`src/rtl/pipe_scoreboard.sv`:
```
// Hazard scoreboard for the in-order pipeline: tracks in-flight destinations, stalls on load-use,
// forwards operands per source port. Define SCOREBOARD_WB_BYPASS_EN to forward from writeback.

module pipe_scoreboard_port #(
    parameter int XLEN       = 32,
    parameter int DEPTH      = 3,
    parameter int LOAD_READY = 2
) (
    input  logic [DEPTH-1:0]           i_vld,
    input  logic [DEPTH-1:0]           i_ld,
    input  logic [DEPTH-1:0][4:0]      i_rd,
    input  logic [4:0]                 i_src,
    input  logic                       i_used,
    input  logic [DEPTH-1:0][XLEN-1:0] i_data,
    output logic                       o_hazard,
    output logic                       o_hit,
    output logic [XLEN-1:0]            o_data
);

`ifdef SCOREBOARD_WB_BYPASS_EN
    localparam logic WB_HAZ = 1'b0;
`else
    localparam logic WB_HAZ = 1'b1;
`endif

    logic            w_match;
    logic            w_haz;
    logic [XLEN-1:0] w_data;

    always_comb begin
        w_match = 1'b0;
        w_haz   = 1'b0;
        w_data  = '0;
        // Walk oldest to youngest so the youngest producer overwrites older matches.
        for (int i = DEPTH - 1; i >= 0; i--) begin
            if (i_used && (i_src != 5'd0) && i_vld[i] && (i_rd[i] == i_src)) begin
                w_match = 1'b1;
                w_haz   = (i_ld[i] && (i < LOAD_READY)) || (WB_HAZ && (i == DEPTH - 1));
                w_data  = i_data[i];
            end
        end
    end

    assign o_hazard = w_haz;
    assign o_hit    = w_match & ~w_haz;
    assign o_data   = o_hit ? w_data : '0;

endmodule

module pipe_scoreboard #(
    parameter int XLEN       = 32,
    parameter int DEPTH      = 3,
    parameter int NSRC       = 2,
    parameter int LOAD_READY = 2,
    parameter int CNTW       = 16
) (
    input  logic                   i_clk,
    input  logic                   i_rst_n,
    input  logic                   i_issue_valid,
    input  logic                   i_issue_we,
    input  logic                   i_issue_is_load,
    input  logic [4:0]             i_issue_rd,
    input  logic [NSRC*5-1:0]      i_src_addr,
    input  logic [NSRC-1:0]        i_src_used,
    input  logic                   i_flush,
    input  logic [DEPTH*XLEN-1:0]  i_stage_data,
    output logic                   o_stall,
    output logic [NSRC-1:0]        o_fwd_hit,
    output logic [NSRC*XLEN-1:0]   o_fwd_data,
    output logic [CNTW-1:0]        o_stall_cycles
);

    logic [DEPTH-1:0]           r_vld;
    logic [DEPTH-1:0]           r_ld;
    logic [DEPTH-1:0][4:0]      r_rd;
    logic [CNTW-1:0]            r_cnt;

    logic [DEPTH-1:0][XLEN-1:0] w_stage;
    logic [NSRC-1:0]            w_haz;
    logic                       w_stall;
    logic                       w_push;

    assign w_stage = i_stage_data;

    genvar k;
    generate
        for (k = 0; k < NSRC; k++) begin : g_port
            pipe_scoreboard_port #(
                .XLEN       (XLEN),
                .DEPTH      (DEPTH),
                .LOAD_READY (LOAD_READY)
            ) u_port (
                .i_vld    (r_vld),
                .i_ld     (r_ld),
                .i_rd     (r_rd),
                .i_src    (i_src_addr[5*k +: 5]),
                .i_used   (i_src_used[k]),
                .i_data   (w_stage),
                .o_hazard (w_haz[k]),
                .o_hit    (o_fwd_hit[k]),
                .o_data   (o_fwd_data[XLEN*k +: XLEN])
            );
        end
    endgenerate

    // Flush discards the issue anyway, so it overrides any hazard.
    assign w_stall = (|w_haz) & ~i_flush;
    assign w_push  = i_issue_valid & ~w_stall & ~i_flush;

    always_ff @(posedge i_clk or negedge i_rst_n) begin
        if (!i_rst_n) begin
            r_vld <= '0;
            r_ld  <= '0;
            r_rd  <= '0;
        end else begin
            for (int i = DEPTH - 1; i >= 1; i--) begin
                r_vld[i] <= r_vld[i-1];
                r_ld[i]  <= r_ld[i-1];
                r_rd[i]  <= r_rd[i-1];
            end
            r_vld[0] <= w_push & i_issue_we;
            r_ld[0]  <= w_push & i_issue_is_load;
            r_rd[0]  <= w_push ? i_issue_rd : 5'd0;
        end
    end

    always_ff @(posedge i_clk or negedge i_rst_n) begin
        if (!i_rst_n) begin
            r_cnt <= '0;
        end else if (w_stall && (r_cnt != {CNTW{1'b1}})) begin
            r_cnt <= r_cnt + 1'b1;
        end
    end

    assign o_stall        = w_stall;
    assign o_stall_cycles = r_cnt;

endmodule
```
`config.mk`:
```
export PLATFORM = sky130hd
export DESIGN_NAME = pipe_scoreboard
export DESIGN_NICKNAME = d
export VERILOG_FILES = /design/src/rtl/pipe_scoreboard.sv
export SDC_FILE = /design/constraint.sdc
export NUM_CORES = 1
export LEC_CHECK = 0
export CORE_MARGIN = 2
export CORE_UTILIZATION = 25
export DETAILED_ROUTE_END_ITERATION = 10
export PLACE_DENSITY_LB_ADDON = 0.2
export SKIP_CTS_REPAIR_TIMING = 1
export SYNTH_ARGS = -nofsm -noshare
export SYNTH_HDL_FRONTEND = slang
export SYNTH_HIERARCHICAL = 1
export SYNTH_SLANG_ARGS = --single-unit
```
`constraint.sdc`:
```
create_clock -name i_clk -period 2.5 [get_ports i_clk]
set_clock_uncertainty 0.15 [all_clocks]
set_input_delay 0.5 -clock i_clk [delete_from_list [all_inputs] [get_ports i_clk]]
set_output_delay 0.5 -clock i_clk [all_outputs]
set_load 0.01 [all_outputs]
```
==> results.cfg, run 1 <==
[status]
outcome = finished with violations
violations = setup timing

[timing]
hold_viol = 0
hold_slack_ns = 0.283
min_period_over_period_pct = 118
drv_slew = 0
rsz0062_at_grt = yes
slew_headroom_pct = 57.0
period_needed_ns = 2.94
setup_violations = 73
max_freq_mhz = 340
final.setup.worst_slack_ns = -0.442
setup_tns_ns = -24.33
tightest_slew_ns = 0.645

[placement]
numPortBuffers = 169
hpwl_um = 12800
placedCellCount = 899
pre_cts_ws_ns = -1.28
dpl_cell_area_mm2 = 0.00717
gp_congestion = 0.852

[layout]
fillCellCount = 1519
finalNetCount = 839
diodes = 0
synthToLayoutAreaGrowth_pct = 87.4
multi_input_area_mm2 = 0.00396
drive_gt1_share_pct = 44.4
final-instance-count-excl-fill = 940
final_util_pct = 48.0
design_area_mm2 = 0.00798
seq_area_um2 = 910

[floorplanning]
ios = 202
start_util_pct = 25.6
core_mm2 = 0.0166
dieArea_mm2 = 0.0181
dieHeight_um = 135
dieWidth_um = 135
rows = 47

[global_routing]
grt_pass1_wl_um = 25800
track_usage_pct = 17.7
antenna_found_initial = 0
grt_overflow_total = 0
grt_pass1_vias = 4697
grt_max_degree = 65

[worst_hold_path]
hold_path_class = register to register

[detailed_routing]
top_layer = met4
wl_met3_um = 1280
wl_met1_um = 7630
initialDrtViolationCount = 338
wl_met2_um = 9110
vias = 4950
firstDrtPassIters = 5
ant_nets = 0
wl_per_cell_um = 19.5
wirelength_um = 18400
viasPerCell = 5.27
drcViolationCount = 0

[cts]
htree_levels = 2
cts_made_buffers = 5
clk_latency_ns = 0.28
numClockSinks = 36
cts_tree = done
clk_pin_slew_ns = 0.06
clock-root-buffer = clkbuf_16
max-clock-path-buffers = 2

[setup_path]
endpoint_kind = output pin
cp_slowest_stage_delay_ns = 0.54
required_ns = 1.85
cp.arrival_ns = 2.29
path_max_fanout = 7
cp_cell_sequence = buf_8, or4_4, or2_4, and3_4, buf_12, buf_16, o31ai_4, buf_2
worstSetupStartpointType = input port
crit_buf_inv = 4
crit_family = simple AND/OR/NAND/NOR gates
critPathSlowestCell = or4_4
worstSetupPathType = input port to output pin

[synth]
synth.avg_cell_area_um2 = 8.69
syn_inst = 490
synth_nets = 610
yosysWarnings = 6
netlist_area_mm2 = 0.00426

[power_and_ir_drop]
total_power_mw = 1.82
p_leak_nw = 3.30
power_density_mw_per_mm2 = 228
irDropWorstVdd_mv = 0.437

[run]
cap_viol_max_count = 0
area by class of cell:
class	count	share of cell area [%]
tap	220	3.45
clock buffer	5	1.57
sequential	36	11.4
clock inverter	3	0.235
inverter	36	1.69
multi-input combinational	369	49.5
timing repair buffer	271	32.1
placed cells by master, fill, tap and decap left out, types with 4 or more instances in the layout:
| cell type | n |
|---|---|
| clkdlybuf4s50_1 | 90 |
| nand4_1 | 68 |
| nor2b_1 | 65 |
| o31ai_4 | 60 |
| buf_2 | 57 |
| buf_4 | 56 |
| inv_1 | 35 |
| nand4b_1 | 34 |
| buf_6 | 32 |
| dfrtp_1 | 29 |
| xor2_1 | 17 |
| clkbuf_16 | 11 |
| buf_12 | 11 |
| nand3_1 | 10 |
| and2_1 | 9 |
| nand2_1 | 8 |
| buf_8 | 8 |
| nor4_4 | 7 |
| xnor2_1 | 7 |
| dfrtp_2 | 7 |
| xnor2_2 | 6 |
| clkbuf_2 | 6 |
| nor2_2 | 4 |
| nor2_1 | 4 |
| or4_4 | 4 |
| dlymetal6s2s_1 | 4 |
metal layers:
layer  GRT usage, %  vias to the layer above
met5              0                        -
met4           3.57                        0
met3           2.48                       23
met2           30.8                      207
met1           23.6                     2403
li1               -                     2317
state kept, by name (all words and copies together), names as in the netlist:
signal          flops
o_stall_cycles     16
r_rd               15
r_ld                2
r_vld               3
worst paths after layout:
kind | startpoint | end | slack [ns] | cells after the start
worst max-delay path | i_src_addr[2] | o_fwd_data[22] | -0.44 | 8
worst min-delay path | r_ld[0]$_DFF_PN0_ | r_ld[1]$_DFF_PN0_ | 0.28 | 0
worst max register to register | r_rd[4]$_DFF_PN0_ | o_stall_cycles[15]$_DFFE_PN0P_ | -0.15 | 12
worst min register to register | r_ld[0]$_DFF_PN0_ | r_ld[1]$_DFF_PN0_ | 0.28 | 0
max in group asynchronous | i_rst_n | r_rd[9]$_DFF_PN0_ | 1.36 | 2
min in group asynchronous | i_rst_n | o_stall_cycles[11]$_DFFE_PN0P_ | 0.49 | 2
power breakdown:
| group | switching (mW) | total (mW) | internal (mW) |
|---|---|---|---|
| clock network | 0.230 | 0.597 | 0.367 |
| registers | 0.0305 | 0.633 | 0.602 |
| logic | 0.283 | 0.592 | 0.310 |
| total | 0.544 | 1.82 | 1.28 |
(Power assumes the default switching activity.)
==> run 2: changes to the inputs <==
Settings changed: SYNTH_HIERARCHICAL 1 to unset.
==> results.cfg, run 2 <==
[detailed_routing]
vias = 4365
initialDrtViolationCount = 155
drcViolationCount = 0
viasPerCell = 5.04
wirelength_um = 16400
wl_per_cell_um = 19.0
firstDrtPassIters = 4
ant_nets = 0

[synth]
synth.most_common_cell = nor2_1
synth_common_cells = 73 x nor2_1, 63 x a211oi_1, 39 x xnor2_1, 36 x dfrtp_1, 34 x mux2i_1
synth_nets = 515
async_flop_share_pct = 100
yosysWarnings = 0
synth_top_area_share_pct = 27.3
synth_edf_count = 0
ys_ff_latch = 36
synth.avg_cell_area_um2 = 8.35
netlist_area_mm2 = 0.00330
synth.distinct_cells = 42
ys_seq_area_share_pct = 27.3
yosysTopAreaCell = dfrtp_1
synth_top_flop_cell = dfrtp_1
synthTopCellsByArea = dfrtp_1 27%, a211oi_1 14%, xnor2_1 10%
syn_inst = 395

[setup_path]
worstSetupEndpoint = o_fwd_data[9]
required_ns = 1.85
path_max_fanout = 4
worstSetupPathType = input port to output pin
cp.arrival_ns = 2.64
reg2reg_setup_slack_ns = -0.32
crit-reg2reg-launch = r_rd[9]$_DFF_PN0_
r2r-end = r_ld[0]$_DFF_PN0_
critical_path.startpoint = i_src_addr[2]
rr_worst_depth = 9
worstSetupStartpointType = input port
endpoint_kind = output pin

[layout]
final_util_pct = 59.4
layout_common_cells = 122 x clkdlybuf4s50_1, 65 x buf_4, 62 x nor2_1, 62 x buf_2, 46 x a211oi_2
largest_register_ffs = 16
layout_commonest_cell = clkdlybuf4s50_1
multi_input_area_mm2 = 0.00311
finalNetCount = 813
diodes = 0
design_area_mm2 = 0.00758
seq_area_um2 = 903
synthToLayoutAreaGrowth_pct = 130
fillCellCount = 1100
drive_gt1_share_pct = 49.6

[status]
outcome = finished with violations
violations = setup timing

[cts]
htree_levels = 2
cts_tree = done
numClockSinks = 36
clock-root-buffer = clkbuf_16
clk_latency_ns = 0.28
cts_made_buffers = 5
clk_pin_slew_ns = 0.06
max-clock-path-buffers = 2

[floorplanning]
dieWidth_um = 119
ios = 202
core_mm2 = 0.0128
rows = 41
dieHeight_um = 119
dieArea_mm2 = 0.0141
start_util_pct = 25.8

[global_routing]
antenna_found_initial = 0
grt_overflow_total = 0
grt_max_degree = 37
track_usage_pct = 19.1
grt_pass1_vias = 4099
grt_pass1_wl_um = 22100

[power_and_ir_drop]
p_sw_mw = 0.458
power_frac_clock_pct = 39.5
switching_share_pct = 25.0
irDropWorstVdd_mv = 0.314
p_int_mw = 1.37
p_leak_nw = 3.26
seqPwrFrac_pct = 34.0
p_comb_share_pct = 26.4
power_density_mw_per_mm2 = 241

[timing]
slew_headroom_pct = 69.3
max_freq_mhz = 304
drv_slew = 0
rsz0062_at_grt = yes
min_period_over_period_pct = 132
final.setup.worst_slack_ns = -0.794
setup_violations = 90
tightest_slew_ns = 0.461
hold_viol = 0
period_needed_ns = 3.29

[placement]
gp_congestion = 0.885
numPortBuffers = 201
dpl_cell_area_mm2 = 0.00650
hpwl_um = 11000

[run]
cap_viol_max_count = 0

[worst_hold_path]
hold_path_class = register to register
run 2: logic make-up (layout without fill, tap and decap cells):
| kind of cell | count (synthesis) | count (layout) | share of synthesized area [%] |
|---|---|---|---|
| and+or+nand+nor | 136 | 136 | 19.9 |
| muxes | 35 | 35 | 10.7 |
| adders and majority gates | 1 | 1 | 0.379 |
| xor gates and xnor gates | 44 | 44 | 11.7 |
| buffers and inverters | 39 | 338 | 5.31 |
| DFF | 36 | 36 | 27.3 |
| AOI/OAI and AO/OA | 104 | 104 | 24.8 |
run 2: layout make-up:
class / count / area share, %
well taps: 172 / 2.84
flip-flops and latches: 36 / 11.9
inverters: 4 / 0.198
repair buffers: 326 / 41.7
multi-input cells: 320 / 41.0
clock inverters: 3 / 0.611
clock buffers: 5 / 1.65
run 2: critical path: stages:
cell and delay [ns]:
buf_8 0.10, buf_4 0.12, xnor2_1 0.19, nand4_1 0.18, or4b_4 0.59, buf_4 0.18, clkbuf_16 0.14, buf_4 0.13
mux2i_1 0.12, a211oi_2 0.22, buf_2 0.17
run 2: worst min path at each step:
stage,from,to,slack (ns),depth (start not counted)
5_1_grt,r_rd[1]$_DFF_PN0_,r_rd[6]$_DFF_PN0_,0.30,0
2_1_floorplan,i_rst_n,o_stall_cycles[0]$_DFFE_PN0P_,0.05,0
6_report,r_rd[1]$_DFF_PN0_,r_rd[6]$_DFF_PN0_,0.29,0
4_1_cts,r_ld[0]$_DFF_PN0_,r_ld[1]$_DFF_PN0_,0.27,0
3_3_place_gp,r_ld[0]$_DFF_PN0_,r_ld[1]$_DFF_PN0_,0.27,0
3_5_place_dp,r_ld[0]$_DFF_PN0_,r_ld[1]$_DFF_PN0_,0.26,0
run 2: per-stage QoR:
stage                     TNS [ns]  total power [mW]  hold WS [ns]  instances  setup WS, ns
after floorplan             -17.24             0.732        0.0544        395        -0.290
after global placement     -117.82              1.04         0.269        804         -1.60
after detailed placement   -120.39              1.05         0.257        804         -1.66
after CTS                  -115.48              1.78         0.272        812         -1.67
after global routing        -54.06              1.91         0.299        866        -0.874
final                       -48.61              1.83         0.289        866        -0.794
run 2: power by group through the flow:
| stage | Sequential [mW] | Clock, mW | Combinational [mW] |
|---|---|---|---|
| 2_1_floorplan | 0.630 | 0 | 0.102 |
| 3_3_place_gp | 0.629 | 0 | 0.413 |
| 3_5_place_dp | 0.630 | 0 | 0.418 |
| 4_1_cts | 0.620 | 0.735 | 0.422 |
| 5_1_grt | 0.625 | 0.768 | 0.513 |
| 6_report | 0.623 | 0.724 | 0.483 |
run 2: metal layers:
layer	GRT usage (%)	up-vias	part of all wire, %
met5	0	-	0
met4	3.65	0	1.8
met3	3.74	23	6.3
met2	32.9	173	51
met1	24.9	2116	41
li1	-	2053	-
==> run 3: changes to the inputs <==
Settings changed: GPL_TIMING_DRIVEN set to 0.
==> results.cfg, run 3 (synthesis results as in run 2) <==
[cts]
cts_made_buffers = 5
clk_pin_slew_ns = 0.05
htree_levels = 2
max-clock-path-buffers = 2
clock-root-buffer = clkbuf_16
numClockSinks = 36
cts_tree = done
clk_latency_ns = 0.28

[timing]
slew_headroom_pct = 48.1
drv_slew = 0
period_needed_ns = 3.24
setup_violations = 89
min_period_over_period_pct = 130
hold_viol = 0
final.setup.worst_slack_ns = -0.742
rsz0062_at_grt = yes
tightest_slew_ns = 0.779
max_freq_mhz = 308

[layout]
synthToLayoutAreaGrowth_pct = 105
largest_register_ffs = 16
drive_gt1_share_pct = 44.2
layout_common_cells = 121 x clkdlybuf4s50_1, 68 x nor2_1, 64 x buf_2
fillCellCount = 1147
final_util_pct = 53.1
finalNetCount = 757
layout_commonest_cell = clkdlybuf4s50_1
diodes = 0

[floorplanning]
start_util_pct = 25.8
rows = 41
dieHeight_um = 119
dieWidth_um = 119
core_mm2 = 0.0128
dieArea_mm2 = 0.0141
ios = 202

[detailed_routing]
viasPerCell = 5.14
ant_nets = 0
firstDrtPassIters = 4
wl_per_cell_um = 19.2
initialDrtViolationCount = 209
vias = 4162
drcViolationCount = 0
wirelength_um = 15500

[global_routing]
grt_pass1_vias = 4034
antenna_found_initial = 0
grt_overflow_total = 0
track_usage_pct = 19.3
grt_max_degree = 37
grt_pass1_wl_um = 22300

[power_and_ir_drop]
switching_share_pct = 24.1
p_sw_mw = 0.417
p_int_mw = 1.31
power_frac_clock_pct = 40.5
seqPwrFrac_pct = 36.0
irDropWorstVdd_mv = 0.446
total_power_mw = 1.73
p_leak_nw = 2.79
power_density_mw_per_mm2 = 255
p_comb_share_pct = 23.5

[setup_path]
worstSetupPathType = register to output pin
required_ns = 1.85
endpoint_kind = output pin
worstSetupStartpointType = register
path_max_fanout = 10
cp.arrival_ns = 2.59

[run]
cap_viol_max_count = 0

[status]
outcome = finished with violations
violations = setup timing

[placement]
gp_congestion = 0.908
numPortBuffers = 201
hpwl_um = 11100

[worst_hold_path]
hold_path_class = input port to async pin
## run 3: final timing paths
| check | startpoint | end | slack, ns | cells after the start |
|---|---|---|---|---|
| hold / removal | i_rst_n | r_rd[0]$_DFF_PN0_ | 0.15 | 1 |
| hold reg to reg | r_rd[8]$_DFF_PN0_ | r_rd[13]$_DFF_PN0_ | 0.28 | 0 |
| min in group i_clk | r_rd[8]$_DFF_PN0_ | r_rd[13]$_DFF_PN0_ | 0.28 | 0 |
| max in group asynchronous | i_rst_n | r_ld[1]$_DFF_PN0_ | 1.55 | 1 |
| setup / recovery | r_rd[5]$_DFF_PN0_ | o_fwd_data[8] | -0.74 | 9 |
| setup reg to reg | r_rd[5]$_DFF_PN0_ | o_stall_cycles[1]$_DFFE_PN0P_ | -0.56 | 13 |
## run 3: cell type report
cell class	count	area, um^2	share of cell area, %
Sequential cell	36	901	13.3
Timing Repair Buffer	236	2070	30.5
Clock inverter	3	42.5	0.628
Clock buffer	5	125	1.85
Buffer	34	390	5.76
Multi-Input combinational cell	320	3020	44.6
Tap cell	172	215	3.18
Inverter	4	15.0	0.222
## run 3: routing by layer
layer / part of all wire, % / vias up / global-route usage (%)
met1: 44 / 2038 / 25.5
met3: 6.1 / 18 / 3.69
met2: 49 / 175 / 33.2
met5: 0 / - / 0
li1: - / 1931 / -
met4: 1.4 / 0 / 2.83
## run 3: critical path, cell delays in order, from the launching register on
cell	delay [ns]
dfrtp_1	0.42
xnor2_1	0.17
nand4_1	0.15
or4b_4	0.56
buf_12	0.17
nor3_4	0.20
nor2_4	0.10
buf_12	0.19
a211oi_4	0.19
buf_2	0.17
## run 3: power by group through the flow
stage                     Sequential, mW  Clock (mW)  Combinational (mW)
after global placement             0.633           0               0.364
after floorplan                    0.630           0               0.102
after detailed placement           0.632           0               0.370
final                              0.623       0.701               0.406
after global routing               0.625       0.739               0.432
after CTS                          0.622       0.712               0.373
## run 3: metrics by stage
stage	cells	hold WS, ns	area [um^2]	worst slack, ns	TNS, ns
floorplan	395	0.0544	3850	-0.290	-17.24
global placement	768	0.264	6080	-1.68	-120.69
detailed placement	768	0.261	6070	-1.74	-122.81
CTS	776	0.195	6240	-1.75	-116.57
global route	810	0.226	6780	-0.803	-53.54
finish	810	0.153	6780	-0.742	-46.59
